$ cat src/rtl/hdmi_cap_pkg.sv
// hdmi_cap_pkg: shared state encoding and bus field layout for the HDMI 4:2:2 capture path
package hdmi_cap_pkg;
  typedef enum logic [1:0] {IDLE, WAIT_VS, WAIT_VS_END, CAPTURE} cap_state_e;
  localparam int Y_MSB = 15;
  localparam int Y_LSB = 8;
  localparam int C_MSB = 7;
  localparam int C_LSB = 0;
  localparam logic [7:0] CHROMA_NEUTRAL = 8'h80;
endpackage

$ cat src/rtl/yuv422_to_444.sv
// yuv422_to_444: two-stage 4:2:2 -> 4:4:4 chroma upsampler with a pass-through tag
module yuv422_to_444
  import hdmi_cap_pkg::*;
#(
  parameter int TW = 1
) (
  input  logic          clk_i,
  input  logic          rst_i,
  input  logic          in_valid,
  input  logic          in_odd,
  input  logic [15:0]   in_d,
  input  logic [TW-1:0] in_tag,
  output logic          out_valid,
  output logic [23:0]   out_data,
  output logic [TW-1:0] out_tag
);
  logic          s1_valid, s1_odd;
  logic [15:0]   s1_d;
  logic [TW-1:0] s1_tag;
  logic [7:0]    cb_hold, cb, cr;
  // an even pixel borrows Cr from the odd pixel still sitting in the input slot
  always_comb begin
    cb = s1_odd ? cb_hold : s1_d[C_MSB:C_LSB];
    cr = s1_odd ? s1_d[C_MSB:C_LSB] : (in_valid & in_odd) ? in_d[C_MSB:C_LSB] : CHROMA_NEUTRAL;
  end
  always_ff @(posedge clk_i or posedge rst_i) begin
    if (rst_i) begin
      {s1_valid, s1_odd, s1_d, s1_tag} <= '0;
      cb_hold <= '0;
      {out_valid, out_data, out_tag} <= '0;
    end else begin
      {s1_valid, s1_odd, s1_d, s1_tag} <= {in_valid, in_odd, in_d, in_tag};
      if (s1_valid & ~s1_odd) cb_hold <= s1_d[C_MSB:C_LSB];
      out_valid <= s1_valid;
      out_data <= {s1_d[Y_MSB:Y_LSB], cb, cr};
      out_tag <= s1_tag;
    end
  end
endmodule

$ cat src/rtl/hdmi_capture_yuv422.sv
// hdmi_capture_yuv422: 4:2:2 HDMI bus capture to decimated 4:4:4 frame-buffer writes
module hdmi_capture_yuv422
  import hdmi_cap_pkg::*;
#(
  parameter int ACTIVE_H_PIXELS = 1280,
  parameter int ACTIVE_LINES = 720,
  parameter int FRAME_X_SCALE = 0,
  parameter int FRAME_Y_SCALE = 0,
  parameter int SYNC_ACT_HIGH = 1,
  localparam int FB_X = ACTIVE_H_PIXELS >> FRAME_X_SCALE,
  localparam int FB_Y = ACTIVE_LINES >> FRAME_Y_SCALE,
  localparam int FB_ADDR_BITS = $clog2(FB_X * FB_Y)
) (
  input  logic                    clk_i,
  input  logic                    rst_i,
  input  logic                    en_i,
  input  logic                    vs_i,
  input  logic                    de_i,
  input  logic [15:0]             d_i,
  input  logic                    err_clr_i,
  output logic [FB_ADDR_BITS-1:0] pxl_addr_o,
  output logic [23:0]             pxl_data_o,
  output logic                    pxl_en_o,
  output logic                    frame_start_o,
  output logic                    frame_done_o,
  output logic                    locked_o,
  output logic                    line_err_o,
  output logic                    frame_err_o
);
  localparam int XW = $clog2(ACTIVE_H_PIXELS + 2) + 1;
  localparam int YW = $clog2(ACTIVE_LINES + 2) + 1;
  localparam logic [XW-1:0] H_L = XW'(ACTIVE_H_PIXELS);
  localparam logic [YW-1:0] V_L = YW'(ACTIVE_LINES);
  localparam logic [XW-1:0] X_MASK = XW'((1 << FRAME_X_SCALE) - 1);
  localparam logic [YW-1:0] Y_MASK = YW'((1 << FRAME_Y_SCALE) - 1);
  localparam logic [FB_ADDR_BITS-1:0] FB_X_L = FB_ADDR_BITS'(FB_X);

  cap_state_e              state, state_nxt;
  logic                    vs_a, vs_p, de_r, de_p;
  logic [15:0]             d_r;
  logic [XW-1:0]           x, x_inc, len;
  logic [YW-1:0]           y, y_nxt;
  logic [FB_ADDR_BITS-1:0] base, addr;
  logic                    started, capture, vs_rise, vs_fall, close, y_kept, wr, up_valid;
  logic [FB_ADDR_BITS:0]   up_tag;

  // a vs rise with de still high closes the line as if de had fallen
  always_comb begin
    capture = state == CAPTURE;
    vs_rise = vs_a & ~vs_p;
    vs_fall = vs_p & ~vs_a;
    close = capture & ((de_p & ~de_r) | (vs_rise & de_r));
    x_inc = &x ? x : x + 1'b1;
    len = de_r ? x_inc : x;
    y_nxt = (close & ~&y) ? y + 1'b1 : y;
    y_kept = ((y & Y_MASK) == '0) & (y < V_L);
    wr = capture & de_r & y_kept & ((x & X_MASK) == '0) & (x < H_L);
    addr = base + FB_ADDR_BITS'(x >> FRAME_X_SCALE);
    state_nxt = (state == IDLE && en_i) ? WAIT_VS :
                (state == WAIT_VS && vs_rise) ? WAIT_VS_END :
                (state == WAIT_VS_END && vs_fall) ? CAPTURE :
                (capture && vs_rise) ? (en_i ? WAIT_VS_END : IDLE) : state;
  end

  always_ff @(posedge clk_i or posedge rst_i) begin
    if (rst_i) begin
      state <= IDLE;
      {vs_a, vs_p, de_r, de_p, d_r} <= '0;
      x <= '0;
      y <= '0;
      base <= '0;
      started <= 1'b0;
      {frame_start_o, frame_done_o, line_err_o, frame_err_o} <= '0;
    end else begin
      state <= state_nxt;
      vs_a <= (SYNC_ACT_HIGH != 0) ? vs_i : ~vs_i;
      vs_p <= vs_a;
      de_r <= de_i;
      de_p <= de_r;
      d_r <= d_i;
      if (state == WAIT_VS_END && vs_fall) begin
        x <= '0;
        y <= '0;
        base <= '0;
        started <= 1'b0;
      end else if (capture) begin
        x <= de_r ? x_inc : '0;
        y <= y_nxt;
        if (close && y_kept) base <= base + FB_X_L;
        if (de_r && !de_p) started <= 1'b1;
      end
      frame_start_o <= capture & de_r & ~de_p & ~started;
      frame_done_o <= capture & vs_rise;
      line_err_o <= (close & (len != H_L)) | (line_err_o & ~err_clr_i);
      frame_err_o <= (capture & vs_rise & (y_nxt != V_L)) | (frame_err_o & ~err_clr_i);
    end
  end

  yuv422_to_444 #(.TW(FB_ADDR_BITS + 1)) u_up (
    .clk_i(clk_i),
    .rst_i(rst_i),
    .in_valid(capture & de_r),
    .in_odd(x[0]),
    .in_d(d_r),
    .in_tag({wr, addr}),
    .out_valid(up_valid),
    .out_data(pxl_data_o),
    .out_tag(up_tag)
  );

  assign pxl_en_o = up_valid & up_tag[FB_ADDR_BITS];
  assign pxl_addr_o = up_tag[FB_ADDR_BITS-1:0];
  assign locked_o = capture;
endmodule

$ cat config.mk
export PLATFORM = sky130hd
export DESIGN_NAME = hdmi_capture_yuv422
export DESIGN_NICKNAME = d
export VERILOG_FILES = /design/src/rtl/hdmi_cap_pkg.sv /design/src/rtl/yuv422_to_444.sv /design/src/rtl/hdmi_capture_yuv422.sv
export SDC_FILE = /design/constraint.sdc
export NUM_CORES = 1
export LEC_CHECK = 0
export BUFFER_PORTS_ARGS = -buffer_cell sky130_fd_sc_hd__buf_4
export CORE_UTILIZATION = 56
export CTS_CLUSTER_SIZE = 8
export DETAILED_ROUTE_END_ITERATION = 7
export HOLD_SLACK_MARGIN = 0.06
export PLACE_DENSITY = 0.77
export SETUP_SLACK_MARGIN = 0.05
export SYNTH_ARGS = -nofsm -noshare
export SYNTH_HDL_FRONTEND = slang
export SYNTH_HIERARCHICAL = 1
export SYNTH_SLANG_ARGS = --single-unit
$ cat constraint.sdc
create_clock -name clk_i -period 4.05 [get_ports clk_i]
set_clock_uncertainty 0.1 [all_clocks]
set_input_delay 0.6075 -clock clk_i [delete_from_list [all_inputs] [get_ports clk_i]]
set_output_delay 0.6075 -clock clk_i [all_outputs]
set_load 0.01 [all_outputs]
==> metrics, run 1 <==
H-tree levels=4; pwr dens=between 500 and 600 nW/um^2; Total Power=roughly 0.0043 W; Yosys cell types=69; detailed-router iteration count before antenna repair=4; CTS Sinks=155; GRT Util Overall=between 20 and 25%; post-synthesis sequential area ratio=62.6%; Setup WS pre-CTS=approximately 1.2 ns; WS Path Type=reg2reg; crit end category=register; status=finished, final reports clean; Worst R2R End=line_err_o; top_reg_cell synth=dfrtp_1; worst reg-to-reg setup slack=~1.2 ns; multi-input gate area in the final layout=~2100 sq um; post-CTS setup buffers=0; # rows=38; ys async rst share=100%; share of cells above drive strength 1=between 20% and 30%; 1st-iter DRT viols=306; final setup violation count=0; hold slack=just under 0.09 ns; cell area after synthesis=roughly 6200 sq um; worst slew pin tran=0.970 ns; Syn Inst Count=just over 500; Post-synth EDFFs=0; Slew headroom=between 30% and 40%; Die H=approximately 110 um; first-pass GRT wire length=a little under 20000 um; minimum clock period=2.88 ns; Worst Reg-to-Reg Cells=7; Hold Crit Class=in2reg; die width=approximately 110 um; WHS Path Cells=1; Setup crit start=x[0]; CTS tree=built; f_max=~350 MHz; dominant cells by area after synthesis=dfrtp_1 63%, o21ai_0 2.5%, nand2_1 2.4%; post-synth net total=approximately 540; initial antenna violation count=0; peak supply drop=around 380 uV; I/O Buffers=about 70; vias in the first global route=a little under 4000; r2r startpoint=x[0]; start point of the worst hold path=d_i[2]; routability cong.=around 0.8; Final Cycle Share=71.2%; fillcell total=approximately 780; hold path endpoint=d_r[2]; post-synth top area share=between 60% and 70%; max cap viols=0; largest net degree at the start of global routing=62; total CTS buffers=17; synthesis-stage register bit count=around 160; Setup TNS=0 ns; Core ar.=roughly 11000 sq um; Initial Utilization=57.4%; Avg Synthesized Cell Area=12.2 sq um; total die area=about 11000 sq um; Sequential cell area=between 3000 and 4000 sq um; clock latency on the worst-skew pair=approximately 0.53 ns; Pins Over Slew Limit=0; CP Launch Type=register; Remaining Overflow, GRT=0; Leak=about 3.5 nW; # nets final=between 600 and 700; Routed WL=around 12000 um; Ports=72; routed len/inst=about 16 um; DRC=0; Clock transition at path regs=0.06 ns; crit path max fanout=20; DR vias/cell=about 5.6; placed wire-length estimate=7810 um; Worst EP arrival=around 3.2 ns; slack of the critical path=around 1.2 ns; area grow syn2layout=19.0%; root buffer cell=clkbuf_8; Longest Clk Path Bufs=2; RSZ-0062 raised after global routing=no; final hold vios=0; Critical Path RT=4.35 ns; antenna fix cells=0; via count=roughly 4000; count of antenna-violating nets left after detailed routing=0; Ys Warns=6; post-synth top area cell=dfrtp_1
[repair_timing]
action,CTS,global route
hold buffers,7,1
gates resized for setup,0,0
hold endpoints to repair,7,1
[worst max-delay path, stage by stage (launching register included)]
cell and delay (ns):
dfrtp_1 0.77, ha_1 0.38, and3_4 0.25, o2111ai_1 0.12, and3b_1 0.23, or4_1 0.51
nor4_1 0.29, a22oi_1 0.11
[cells by family (layout without fill, tap and decap cells)]
| family | count (synthesis) | count (layout) | share of synthesized area, % |
|---|---|---|---|
| mux | 23 | 23 | 4.54 |
| compound gates | 91 | 91 | 9.73 |
| xor+xnor | 30 | 30 | 4.24 |
| flops | 155 | 155 | 62.6 |
| buf+inv | 47 | 126 | 3.59 |
| fa+ha+maj | 8 | 8 | 1.62 |
| other cells | 1 | 1 | 0.0605 |
| simple gates | 152 | 152 | 13.6 |
[layout make-up]
type,instances,area share (%)
Sequential cell,155,52.6
Multi-Input combinational cell,305,28.4
Timing Repair Buffer,81,8.52
Clock buffer,19,5.85
Tap cell,140,2.38
Clock inverter,13,1.58
Inverter,13,0.679
[synthesized netlist by cell type (5+ instances only)]
library cell,count
a21oi_1,15
o211ai_1,5
xor2_1,16
mux2_2,9
nor2_1,25
inv_1,12
xnor2_1,14
and2_1,5
dfrtp_1,155
mux2_4,8
nand4_1,10
nand2_1,40
buf_2,13
a31oi_1,7
nand3_1,26
ha_1,8
and4_1,5
o21ai_0,31
clkbuf_1,14
mux2i_1,6
[per-layer routing]
| metal | up-vias | part of all wire (%) | GRT usage (%) | wire (um) |
|---|---|---|---|---|
| met5 | - | 0 | 0 | 0 |
| met2 | 128 | 48 | 35.7 | 5630 |
| met4 | 0 | 1.8 | 7.63 | 204 |
| met1 | 1990 | 45 | 29.6 | 5220 |
| met3 | 20 | 5.1 | 6.38 | 594 |
| li1 | 1915 | - | - | - |
[cell usage in the layout (no fill, tap or decap), types with 14 or more instances in the layout]
cell type / Yosys / layout
clkbuf_16: 0 / 16
nor2_1: 25 / 25
xor2_1: 16 / 16
xnor2_1: 14 / 14
a21oi_1: 15 / 15
nand3_1: 26 / 26
buf_4: 4 / 73
nand2_1: 40 / 40
o21ai_0: 31 / 31
dfrtp_1: 155 / 155
[through the flow]
stage | instance area, sq um | utilization (%) | std cells
3_3_place_gp | 6750 | 62.5 | 686
6_report | 7370 | 68.3 | 726
4_1_cts | 7360 | 68.2 | 725
5_1_grt | 7370 | 68.3 | 726
2_1_floorplan | 6200 | - | 507
3_5_place_dp | 6750 | 62.5 | 686
[sequential cells by signal, indices dropped and copies added, names as in the netlist, 2 cells and up]
signal,flops
u_up/cb_hold,8
u_up/s1_d,16
state,2
d_r,16
u_up/out_tag,21
u_up/s1_tag,21
u_up/out_data,24
x,12
base,12
y,11
[power by group]
| part | internal (W) | total, W | switching, W | leakage, nW |
|---|---|---|---|---|
| clock network | 0.000833 | 0.00145 | 0.000615 | 0.265 |
| registers | 0.00181 | 0.00205 | 0.000231 | 1.97 |
| logic | 0.000413 | 0.000837 | 0.000424 | 1.24 |
| total | 0.00306 | 0.00433 | 0.00127 | 3.48 |
[worst max path at each step]
stage	cells after the start	end
after floorplan	1	u_up/cb_hold[0]
after global placement	7	line_err_o
after detailed placement	7	line_err_o
after CTS	7	line_err_o
after global routing	7	line_err_o
final	7	line_err_o
(Power assumes the default switching activity.)
==> run 2, diff against run 1 <==
==> constraint.sdc (replaced) <==
create_clock -name clk_i -period 2.8 [get_ports clk_i]
set_clock_uncertainty 0.1 [all_clocks]
set_input_delay 0.42 -clock clk_i [delete_from_list [all_inputs] [get_ports clk_i]]
set_output_delay 0.42 -clock clk_i [all_outputs]
set_load 0.01 [all_outputs]
==> run 2 against run 1 <==
  * Cell count grew 2.2%
  * Critical path depth unchanged
  * Global-route usage grew 1.4 points
  * Hold slack got worse by 0.0073 ns
  * Non-clock buffer count increased by 16
  * Maximum frequency increased by 15%
  * Routed wire length is 6.1% higher
  * Die area stayed put
  * Flip-flop and latch count is the same
  * Clock power increased by 54%
  * Via count up 2.4%
  * Largest power group unchanged
==> metrics, run 2 (synthesis gave the netlist of run 1 again) <==
Remaining Overflow, GRT=0 (unchanged); die width=107 um (unchanged); slowest cell delay on critical path=0.49 ns (was 0.77 ns); Non-Filler Instances=742 (was 726); clock latency on the worst-skew pair=0.52 ns (was 0.53 ns); worst reg-to-reg setup slack=0.29 ns (was 1.17 ns); antenna fix cells=0 (unchanged); start point of the worst hold path=en_i (was d_i[2]); Initial Utilization=57.4% (unchanged); Worst Reg-to-Reg Cells=7 (unchanged); H-tree levels=4 (unchanged); Slew headroom=54.2% (was 35.3%); Setup TNS=0 ns (unchanged); detailed-router iteration count before antenna repair=5 (was 4); Worst EP arrival=2.80 ns (was 3.18 ns); WHS Path Cells=3 (was 1); status=finished, final reports clean (unchanged); DR vias/cell=5.59 (was 5.58); count of antenna-violating nets left after detailed routing=0 (unchanged); dpl cells=691 (was 686); CP max stage cell=or4_1 (was dfrtp_1); Top reg by flops=u_up/out_data (unchanged); root buffer cell=clkbuf_8 (unchanged); Longest Clk Path Bufs=2 (unchanged); Pins Over Slew Limit=0 (unchanged); WS Path Type=reg2reg (unchanged); routability cong.=0.934 (was 0.824); initial antenna violation count=0 (unchanged); Worst R2R End=line_err_o (unchanged); area grow syn2layout=22.2% (was 19.0%); Leak=3.57 nW (was 3.48 nW); CTS Sinks=155 (unchanged); via count=4149 (was 4053); # rows=38 (unchanged); Largest register FFs=24 (unchanged); ordered list of cells on the worst path=ha_1 -> and3_4 -> o2111ai_1 -> and3b_1 -> or4_1 -> nor4_1 -> a22oi_1 (unchanged); CP Launch Type=register (unchanged); peak supply drop=650 uV (was 382 uV); Ports=72 (unchanged); minimum clock period=2.51 ns (was 2.88 ns); post-CTS setup buffers=0 (unchanged); most frequent cells in the layout=155 x dfrtp_1, 77 x buf_4, 40 x nand2_1 (was 155 x dfrtp_1, 73 x buf_4, 40 x nand2_1); routed len/inst=16.7 um (was 16.0 um); Die H=107 um (unchanged); pwr dens=852 nW/um^2 (was 587 nW/um^2); Critical Path RT=3.09 ns (was 4.35 ns); max cap viols=0 (unchanged); Final Cycle Share=89.7% (was 71.2%); I/O Buffers=71 (unchanged); crit end category=register (unchanged); Routed WL=12400 um (was 11600 um); final setup violation count=0 (unchanged); final hold vios=0 (unchanged); Core ar.=10800 sq um (unchanged); Hold Crit Class=in2reg (unchanged); r2r startpoint=x[1] (was x[0]); vias in the first global route=4105 (was 3980); total die area=11500 sq um (unchanged); Worst path top cell family by delay=simple AND/OR/NAND/NOR gates (unchanged); share of cells above drive strength 1=23.9% (was 23.7%); Clock transition at path regs=0.06 ns (about the same); first-pass GRT wire length=20600 um (was 19600 um); crit path max fanout=8 (was 20); most common cell after layout, fill and taps aside=dfrtp_1 (unchanged); CTS tree=built (unchanged); PostCTS Resize Cnt=0 (unchanged); # nets final=619 (was 603); 1st-iter DRT viols=239 (was 306); DRC=0 (unchanged); critical path buffer and inverter count=0 (unchanged); total CTS buffers=17 (unchanged); f_max=398 MHz (was 347 MHz); largest net degree at the start of global routing=56 (was 62); placed wire-length estimate=7860 um (was 7810 um); GRT Util Overall=23.8% (was 22.4%); worst slew pin tran=0.687 ns (was 0.970 ns); RSZ-0062 raised after global routing=no (unchanged); hold path endpoint=state[1] (was d_r[2])
run 2: cell types whose count changed in the layout (fill, tap and decap cells not counted), sizes merged:
cell / change
bufinv: +1
clkinvlp: -1
buf: +5
clkbuf: +1
dlygate4sd3: +11
clkinv: -2
inv: +1
run 2: final cells by class:
type	count	area (sq um)
Multi-Input combinational cell	305	2090
Fill cell	737	3220
Timing Repair Buffer	97	788
Clock buffer	20	445
Sequential cell	155	3880
Inverter	13	52.6
Tap cell	140	175
Clock inverter	12	135
run 2: worst max path at each step:
stage / from / endpoint / slack (ns) / depth (start not counted)
finish: x[1] / line_err_o / 0.29 / 7
global route: x[1] / line_err_o / 0.1 / 7
CTS: x[1] / line_err_o / 0.28 / 7
detailed placement: x[1] / line_err_o / 0.29 / 7
global placement: x[1] / line_err_o / 0.39 / 7
floorplan: x[1] / line_err_o / 0.56 / 7
run 2: report_power, final:
part / leakage [nW] / switching (W) / internal (W)
clock: 0.286 / 0.000901 / 0.00133
combinational: 1.31 / 0.000704 / 0.000633
sequential: 1.97 / 0.000263 / 0.00263
total: 3.57 / 0.00187 / 0.00458
run 2: timing repair:
item                                    4_1_cts  5_1_grt
endpoints found under the hold margin       132        0
hold buffers                                 19        0
endpoints found under the setup margin        0        0
run 2: layer usage:
layer	vias to the layer above	wire length, um	global-route usage (%)
met3	17	641	5.53
met4	0	189	8.81
met5	-	0	0
met1	2046	5370	30.3
li1	1943	-	-
met2	143	6150	39.8
run 2: stage by stage:
step	total power [W]	utilization, %	area [sq um]	hold WS (ns)	setup WS, ns
final	0.00645	70.1	7570	0.0796	0.289
after global routing	0.00677	70.1	7570	0.0903	0.0991
after CTS	0.00650	70.1	7570	0.0700	0.278
after detailed placement	0.00421	63.0	6800	0.235	0.294
after global placement	0.00417	63.0	6800	0.231	0.394
after floorplan	0.00372	-	6200	0.231	0.556
run 2: tightest hold or removal path, delay by kind of cell:
family	cells	cell delay (ns)
buffers and inverters	1	0.08
AND/OR/NAND/NOR	1	0.04
AO/OA/AOI/OAI	1	0.12
